--- config.mk ---
export PLATFORM = sky130hd
export DESIGN_NAME = cv32e40p_mutsel_ctrl
export DESIGN_NICKNAME = d
export VERILOG_FILES = /design/src/rtl/cv32e40p_mcy_pkg.sv /design/src/rtl/cv32e40p_mutsel_window.sv /design/src/rtl/cv32e40p_mutsel_ctrl.sv
export SDC_FILE = /design/constraint.sdc
export NUM_CORES = 1
export LEC_CHECK = 0
export ABC_CLOCK_PERIOD_IN_PS = 7200
export BUFFER_PORTS_ARGS = -buffer_cell sky130_fd_sc_hd__buf_4
export CAP_MARGIN = 20
export CORE_UTILIZATION = 47
export DETAILED_ROUTE_END_ITERATION = 7
export GPL_ROUTABILITY_DRIVEN = 1
export HOLD_SLACK_MARGIN = 0.05
export PLACE_DENSITY_LB_ADDON = 0.15
export SLEW_MARGIN = 5
export SYNTH_ARGS = -nofsm -noshare
export SYNTH_HDL_FRONTEND = slang
export SYNTH_HIERARCHICAL = 1
export SYNTH_SLANG_ARGS = --single-unit
--- constraint.sdc ---
create_clock -name clk -period 7.2 [get_ports clk]
set_clock_uncertainty 0.2 [all_clocks]
set_input_delay 0.72 -clock clk [delete_from_list [all_inputs] [get_ports clk]]
set_output_delay 0.72 -clock clk [all_outputs]
set_load 0.02 [all_outputs]
--- src/rtl/cv32e40p_mcy_pkg.sv ---
// Shared types for the MCY decoder mutation harness: controller states,
// mutation-select constants and the packed decoder-output signature.
package cv32e40p_mcy_pkg;

  localparam int MUTSEL_W = 8;
  localparam logic [MUTSEL_W-1:0] MUTSEL_NONE = '0;

  typedef enum logic [2:0] {
    ST_IDLE,
    ST_SETUP,
    ST_RUN,
    ST_REPORT,
    ST_DONE
  } mutsel_ctrl_state_e;

  // Decoder outputs as concatenated by the harness top; golden and mutant
  // signatures are built with the same layout so a plain compare suffices.
  typedef struct packed {
    logic [31:0] imm;
    logic [6:0]  alu_operator;
    logic [11:0] alu_mux_sel;
    logic [2:0]  mult_operator;
    logic [15:0] ctrl_flags;
    logic [7:0]  data_ctrl;
    logic [3:0]  csr_ctrl;
    logic [7:0]  exc_flags;
    logic [5:0]  misc;
  } decoder_sig_t;

  localparam int DECODER_SIG_W = $bits(decoder_sig_t);

endpackage

--- src/rtl/cv32e40p_mutsel_window.sv ---
// Per-mutation compare window: counts transfers, flags the window end and
// captures the instruction number of the first mismatch.
module cv32e40p_mutsel_window #(
  parameter int WINDOW_LEN = 256,
  parameter bit EARLY_EXIT = 1'b1,
  localparam int CNT_W = $clog2(WINDOW_LEN + 1)
) (
  input  logic             clk,
  input  logic             rst_n,
  input  logic             clear,
  input  logic             xfer,
  input  logic             mismatch,
  output logic             win_end,
  output logic             det,
  output logic [CNT_W-1:0] first
);

  localparam logic [CNT_W-1:0] LAST = CNT_W'(WINDOW_LEN - 1);
  localparam logic [CNT_W-1:0] NONE = CNT_W'(WINDOW_LEN);

  logic [CNT_W-1:0] cnt_q, first_q;
  logic             det_q;
  logic             hit;

  assign hit = xfer & mismatch;

  always_ff @(posedge clk or negedge rst_n) begin
    if (!rst_n) begin
      cnt_q   <= '0;
      first_q <= '0;
      det_q   <= 1'b0;
    end else if (clear) begin
      cnt_q   <= '0;
      first_q <= NONE;
      det_q   <= 1'b0;
    end else if (xfer) begin
      cnt_q <= cnt_q + 1'b1;
      if (hit && !det_q) begin
        det_q   <= 1'b1;
        first_q <= cnt_q;
      end
    end
  end

  // Include the current transfer so the closing cycle reports its own mismatch.
  assign det     = det_q | hit;
  assign first   = det_q ? first_q : (hit ? cnt_q : NONE);
  assign win_end = xfer & ((cnt_q == LAST) | (EARLY_EXIT & mismatch));

endmodule

--- src/rtl/cv32e40p_mutsel_ctrl.sv ---
// Mutation campaign sequencer: steps mutsel through 1..NUM_MUTATIONS, gates
// the stimulus into both decoders and reports per-mutation detection results.
module cv32e40p_mutsel_ctrl
  import cv32e40p_mcy_pkg::*;
#(
  parameter int NUM_MUTATIONS = 64,
  parameter int WINDOW_LEN    = 256,
  parameter int SIG_W         = 96,
  parameter bit EARLY_EXIT    = 1'b1,
  localparam int FIRST_W = $clog2(WINDOW_LEN + 1)
) (
  input  logic               clk,
  input  logic               rst_n,
  input  logic               start_i,
  input  logic               abort_i,
  input  logic               instr_valid_i,
  output logic               instr_ready_o,
  input  logic [SIG_W-1:0]   golden_sig_i,
  input  logic [SIG_W-1:0]   mutant_sig_i,
  output logic [7:0]         mutsel_o,
  output logic               win_start_o,
  output logic               result_valid_o,
  input  logic               result_ready_i,
  output logic [7:0]         result_idx_o,
  output logic               result_detected_o,
  output logic [FIRST_W-1:0] result_first_o,
  output logic [7:0]         detected_cnt_o,
  output logic               busy_o,
  output logic               done_o
);

  localparam logic [MUTSEL_W-1:0] LAST_IDX = MUTSEL_W'(NUM_MUTATIONS);

  mutsel_ctrl_state_e state_q, state_d;

  logic [MUTSEL_W-1:0] idx_q, det_cnt_q, res_idx_q;
  logic                res_det_q;
  logic [FIRST_W-1:0]  res_first_q;

  logic               camp_start, capture, accept;
  logic               in_run, in_window, xfer, mismatch;
  logic               win_end, win_det;
  logic [FIRST_W-1:0] win_first;

  assign in_run    = (state_q == ST_RUN);
  assign in_window = (state_q == ST_SETUP) | in_run | (state_q == ST_REPORT);
  assign xfer      = in_run & instr_valid_i & ~abort_i;
  assign mismatch  = (golden_sig_i != mutant_sig_i);

  cv32e40p_mutsel_window #(
    .WINDOW_LEN (WINDOW_LEN),
    .EARLY_EXIT (EARLY_EXIT)
  ) u_window (
    .clk      (clk),
    .rst_n    (rst_n),
    .clear    (state_q == ST_SETUP),
    .xfer     (xfer),
    .mismatch (mismatch),
    .win_end  (win_end),
    .det      (win_det),
    .first    (win_first)
  );

  always_ff @(posedge clk or negedge rst_n) begin
    if (!rst_n) state_q <= ST_IDLE;
    else        state_q <= state_d;
  end

  always_comb begin
    state_d    = state_q;
    camp_start = 1'b0;
    capture    = 1'b0;
    accept     = 1'b0;
    if (abort_i) begin
      state_d = ST_IDLE;
    end else begin
      unique case (state_q)
        ST_IDLE, ST_DONE: if (start_i) begin
          state_d    = ST_SETUP;
          camp_start = 1'b1;
        end
        ST_SETUP: state_d = ST_RUN;
        ST_RUN: if (win_end) begin
          state_d = ST_REPORT;
          capture = 1'b1;
        end
        ST_REPORT: if (result_ready_i) begin
          accept  = 1'b1;
          state_d = (idx_q == LAST_IDX) ? ST_DONE : ST_SETUP;
        end
        default: state_d = ST_IDLE;
      endcase
    end
  end

  // Abort leaves the counters alone; only a new start clears them.
  always_ff @(posedge clk or negedge rst_n) begin
    if (!rst_n) begin
      idx_q       <= '0;
      det_cnt_q   <= '0;
      res_idx_q   <= '0;
      res_det_q   <= 1'b0;
      res_first_q <= '0;
    end else begin
      if (camp_start) begin
        idx_q     <= MUTSEL_W'(1);
        det_cnt_q <= '0;
      end else if (accept) begin
        if (res_det_q && (det_cnt_q != '1)) det_cnt_q <= det_cnt_q + 1'b1;
        if (idx_q != LAST_IDX) idx_q <= idx_q + 1'b1;
      end
      if (capture) begin
        res_idx_q   <= idx_q;
        res_det_q   <= win_det;
        res_first_q <= win_first;
      end
    end
  end

  assign mutsel_o          = in_window ? idx_q : MUTSEL_NONE;
  assign win_start_o       = (state_q == ST_SETUP);
  assign instr_ready_o     = in_run & ~abort_i;
  assign result_valid_o    = (state_q == ST_REPORT);
  assign result_idx_o      = res_idx_q;
  assign result_detected_o = res_det_q;
  assign result_first_o    = res_first_q;
  assign detected_cnt_o    = det_cnt_q;
  assign busy_o            = in_window;
  assign done_o            = (state_q == ST_DONE);

endmodule

* After elaboration in Yosys (flattened, before gate mapping)
Index checks and enable logic that the tools add are counted.
Operators by class: add/subtract/negate cells 3, equality and inequality tests 12, mux-type cells 32, bitwise logic cells 10, reductions and logical operators 14
Operator list (count):
- 96-bit != test | 1
- 9-bit 2-to-1 mux | 7
- 8-bit 2-to-1 mux | 7
- 8-bit by 1-bit adder with 8-bit output (second input constant) | 2
- 3-bit 2-to-1 mux | 5
- 1-bit 2-to-1 mux | 12
- 3-bit one-hot mux with 4 select lines | 1
- 2-bit nonzero test | 5
- 9-bit by 1-bit adder with 9-bit output (second input constant) | 1
- 9-bit by 8-bit == test with 1-bit output (second input constant) | 1
- 8-bit by 7-bit == test with 1-bit output (second input constant) | 1
- 8-bit by 7-bit != test with 1-bit output (second input constant) | 1
- 8-bit != test (second input constant) | 1
- 3-bit by 2-bit == test with 1-bit output (second input constant) | 2
- 3-bit by 2-bit != test with 1-bit output (second input constant) | 2
- 2-bit AND reduction | 3
- 1-bit AND | 5
- 1-bit OR | 4
- 3-bit by 1-bit == test with 1-bit output (second input constant) | 1
- 3-bit == test (second input constant) | 1
- 3-bit logical NOT | 1
- 3-bit != test (second input constant) | 1
- 3-bit AND reduction | 1
- 1-bit logical AND | 2
- 3 further kinds | 3
Storage, ports and cells: flip-flop bits (word level) 56, bits of input ports 198, output and inout port bits 39

* Longest topological paths before layout
depth after elaboration 8, mapped depth 11, gate-level depth less buffers 11

* Hierarchy
Netlist, hierarchy kept.
By module, submodules not included:
- cv32e40p_mutsel_ctrl | times used 1, cells each 294, area each 2894.0 um^2, sequential area each 925.9 um^2
- cv32e40p_mutsel_window | times used 1, cells each 107, area each 923.4 um^2, sequential area each 475.5 um^2

* Worst setup path before layout
Ideal clock, no wire load.
kind input-to-reg, from input abort_i, to register state_q[0], library setup time 0.078 ns, arrival 2.509 ns, setup slack 4.413 ns, stages 8, buffers on the path 1, cells stage by stage nor4b_2 > and2_1 > buf_2 > o21a_1 > mux2i_1 > and3_1 > a2111oi_0 > o21bai_1
Between the ends: longest elaborated chain between the ends 5, elaborated cells on any way between the ends 8
RTL lines:
- start: declaration | line cv32e40p_mutsel_ctrl.sv:15 | input logic abort_i,
- 1-bit inverter | line cv32e40p_mutsel_ctrl.sv:47 | assign xfer = in_run & instr_valid_i & ~abort_i;
- 1-bit AND | line cv32e40p_mutsel_ctrl.sv:47
- via xfer | line cv32e40p_mutsel_ctrl.sv:41 | logic in_run, in_window, xfer, mismatch;
- 1-bit AND | line cv32e40p_mutsel_window.sv:48 | assign win_end = xfer & ((cnt_q == LAST) | (EARLY_EXIT & mismatch));
- via win_end | line cv32e40p_mutsel_ctrl.sv:42 | logic win_end, win_det;
- 3-bit by 2-bit != test with 1-bit output (no line)
- 3-bit AND reduction (no line)
- end signal: assignment | line cv32e40p_mutsel_ctrl.sv:66 | else state_q <= state_d;
- end: declaration | line cv32e40p_mutsel_ctrl.sv:34 | mutsel_ctrl_state_e state_q, state_d;
The timed path passes the listed nets, and every way through them passes these cells. A chain may end at the register's enable or synchronous reset.

* Worst setup path in the final report
from input mutant_sig_i[68], to register res_first_q[7] (netlist: result_first_o[7])
Between the ends: longest elaborated chain between the ends 6, elaborated cells on any way between the ends 9
RTL lines:
- start: declaration | line cv32e40p_mutsel_ctrl.sv:19 | input logic [SIG_W-1:0] mutant_sig_i,
- 96-bit != test | line cv32e40p_mutsel_ctrl.sv:48 | assign mismatch = (golden_sig_i != mutant_sig_i);
- via mismatch | line cv32e40p_mutsel_ctrl.sv:41
- 1-bit OR | line cv32e40p_mutsel_window.sv:48
- 1-bit AND | line cv32e40p_mutsel_window.sv:48
- via win_end | line cv32e40p_mutsel_ctrl.sv:42
- 1-bit 2-to-1 mux | line cv32e40p_mutsel_ctrl.sv:83 | ST_RUN: if (win_end) begin
- 1-bit 2-to-1 mux | line cv32e40p_mutsel_ctrl.sv:77 | unique case (state_q)
- 1-bit 2-to-1 mux | line cv32e40p_mutsel_ctrl.sv:74 | if (abort_i) begin
- end signal: assignment | line cv32e40p_mutsel_ctrl.sv:115 | res_first_q <= win_first;
- end: declaration | line cv32e40p_mutsel_ctrl.sv:38 | logic [FIRST_W-1:0] res_first_q;
The timed path passes the listed nets, and every way through them passes these cells.

==> run metrics <==
post-synth top area share 36.7%; number of synthesized flops with an enable pin 0; Clock Tree Root clkbuf_8; setup TNS 0 ns; MaxCap Viol Count 0; worst setup margin 3.75 ns; Port Buf Inserts 236; total clock sinks 56; area growth from synthesis to layout 51.3%; worst endpoint required time 7.20 ns; Hold WC Path Type input pin to asynchronous set/reset pin; DRT Wirelength 12900 um; Clk pwr share 23.1%; Via density 5.17; CTS tree built; fmax 290 MHz; drt first pass iters 4; IO Pins 237; syn nets 604; CP endpoint kind flip-flop; Inserted Clock Buffers 5; Syn Inst Count 401; pin count of the biggest net entering global routing 57; FF+latch count, synth 56; r2r endpoint result_first_o[7]$_DFFE_PN0P_; Max rail drop VDD 0.000154 V; DRC viols 0; hold buffers post-CTS 0; switching power total 307 uW; Reg power frac 41.1%; Longest Clk Path Bufs 2; final setup vio count 0; hpwl dp 10800 um; Placer Congestion 0.923; Final Hold Violating Endpoints 0; main flop type after synthesis dfrtp_1; Worst R2R Setup Slack 4.20 ns; Die H 92.1 um; crit path time final 3.45 ns; vias in the first global route 4027; Setup Buffers After CTS 0; register area share after synthesis 36.7%; kind of critical path input pin to flip-flop; htree depth 2; Avg Inst Size Synth 9.52 um2; final slew viol count 0; worst slew pin tran 0.865 ns; status finished, final reports clean; Worst setup SP type input pin; initial drt markers 141; fin crit share 47.9%; path depth of the worst reg2reg path 5; P_int 611 uW; LEAKAGE 0.00293 uW; Ant. Diodes 0; CP Max Fanout 20; Yosys Warn Count 6; initial antenna violation count 0; Synth cell types 46; Synth area leader dfrtp_1; Detail Route Antenna Nets 0; Clock transition at path regs 0.10 ns; row cnt 32; first-pass GRT wire length 19800 um; Power Density 159 nW/um2; DR WL/cell 17.5 um; CP Capture Point result_first_o[7]$_DFFE_PN0P_; Gate power share 35.8%; Synth Cell Area 3820 um2; fill count 573; CP Launch Point mutant_sig_i[68]; worst reg2reg startpoint state_q[0]$_DFFE_PN0P_; fraction of layout instances using a drive strength above 1 41.5%; asr flop ratio synth 100%; # resized after CTS 0; area of the multi-input gates 2330 um2; Die Area 8490 um2; Initial Util 48.9%; FF/Latch Area 1400 um2; Worst Setup Slack post-DPL 3.38 ns; core box area 7810 um2; top cells by area, synth dfrtp_1, xor2_1, xnor2_1; switching share of power 33.5%; RSZ-0062 raised after global routing no; total track usage 30.6%; Arr. time, crit path 3.45 ns; Die X 92.1 um; Final nets 836; Slew headroom 42.2%; GR Overflow Total 0; Clock Latency Late Sink 0.31 ns; via count 3806
[sequential cells by signal, summed over array words and instances, names as in the netlist]
name               flops
result_detected_o      1
idx_q                  8
result_idx_o           8
state_q                3
u_window/first_q       9
u_window/det_q         1
u_window/cnt_q         9
detected_cnt_o         8
result_first_o         9
[power groups by stage]
stage	clock (uW)	combinational, uW	sequential [uW]
global route	229	358	382
CTS	217	329	377
floorplan	0	176	368
finish	212	329	377
detailed placement	0	327	384
global placement	0	318	382
[worst min-delay path by stage]
stage | start | to | slack, ns | depth (start not counted)
global placement | result_idx_o[6]$_DFFE_PN0P_ | result_idx_o[6]$_DFFE_PN0P_ | 0.28 | 1
finish | rst_n | result_detected_o$_DFFE_PN0P_ | 0.26 | 1
global route | rst_n | result_idx_o[5]$_DFFE_PN0P_ | 0.30 | 1
CTS | rst_n | detected_cnt_o[5]$_DFFE_PN0P_ | 0.27 | 1
floorplan | rst_n | detected_cnt_o[0]$_DFFE_PN0P_ | 0.22 | 0
detailed placement | result_first_o[2]$_DFFE_PN0P_ | result_first_o[2]$_DFFE_PN0P_ | 0.28 | 1
[layout make-up]
cell class              instances  area share, %
clock inverters                 3          0.801
well taps                     102           2.21
clock buffers                   5           1.19
multi-input cells             327           40.4
inverters                       6          0.390
flip-flops and latches         56           24.3
repair buffers                237           30.8
[layer usage]
layer,global-route usage [%],routed length [um],up-vias
met2,57.1,6810,167
met5,0,0,-
met1,32.1,4650,1759
li1,-,-,1843
met4,13.9,497,0
met3,7.63,934,37
[kinds of logic (layout without fill, tap and decap cells)]
group           Yosys count  in the layout  synth area share, %
compound gates           34             34                 5.11
xor+xnor                108            108                 24.8
fa+ha+maj                 5              5                 1.64
buf+inv                  18            251                 2.36
flops                    56             56                 36.7
mux                      23             23                 7.05
simple gates            157            157                 22.4
[cells in the mapped netlist (all sizes together) (8+ instances only)]
master  count
xor2       69
dfrtp      56
nand2      53
xnor2      39
nor2       24
nand4      19
nor4       19
a21oi      16
mux2       16
and2       10
nand3       9
o21ai       8
[placed cells by master, fill, tap and decap left out, drive strengths merged, types with 8 or more instances in the layout]
cell type    n
buf        237
dfrtp       56
o21ai        8
a21oi       16
nand3        9
and2        10
nand4       19
nand2       53
mux2        16
nor4        19
xnor2       39
nor2        24
xor2        69
[worst max-delay path, cell delays in order]
cell	delay [ns]
buf_4	0.13
xor2_1	0.16
nor4_1	0.33
nand4_1	0.18
nor4_1	0.42
nand3_1	0.19
o21a_1	0.26
nand2_1	0.64
mux2_1	0.41
[through the flow]
| step | hold slack [ns] | cell area (um2) | utilization [%] | total power, uW | instances |
|---|---|---|---|---|---|
| after global placement | 0.280 | 5660 | 72.5 | 701 | 728 |
| after CTS | 0.269 | 5780 | 74.0 | 923 | 736 |
| after detailed placement | 0.284 | 5660 | 72.5 | 711 | 728 |
| final | 0.257 | 5780 | 74.0 | 918 | 736 |
| after global routing | 0.303 | 5780 | 74.0 | 969 | 736 |
| after floorplan | 0.224 | 3820 | - | 543 | 401 |
Power figures use the tool's default switching activity.
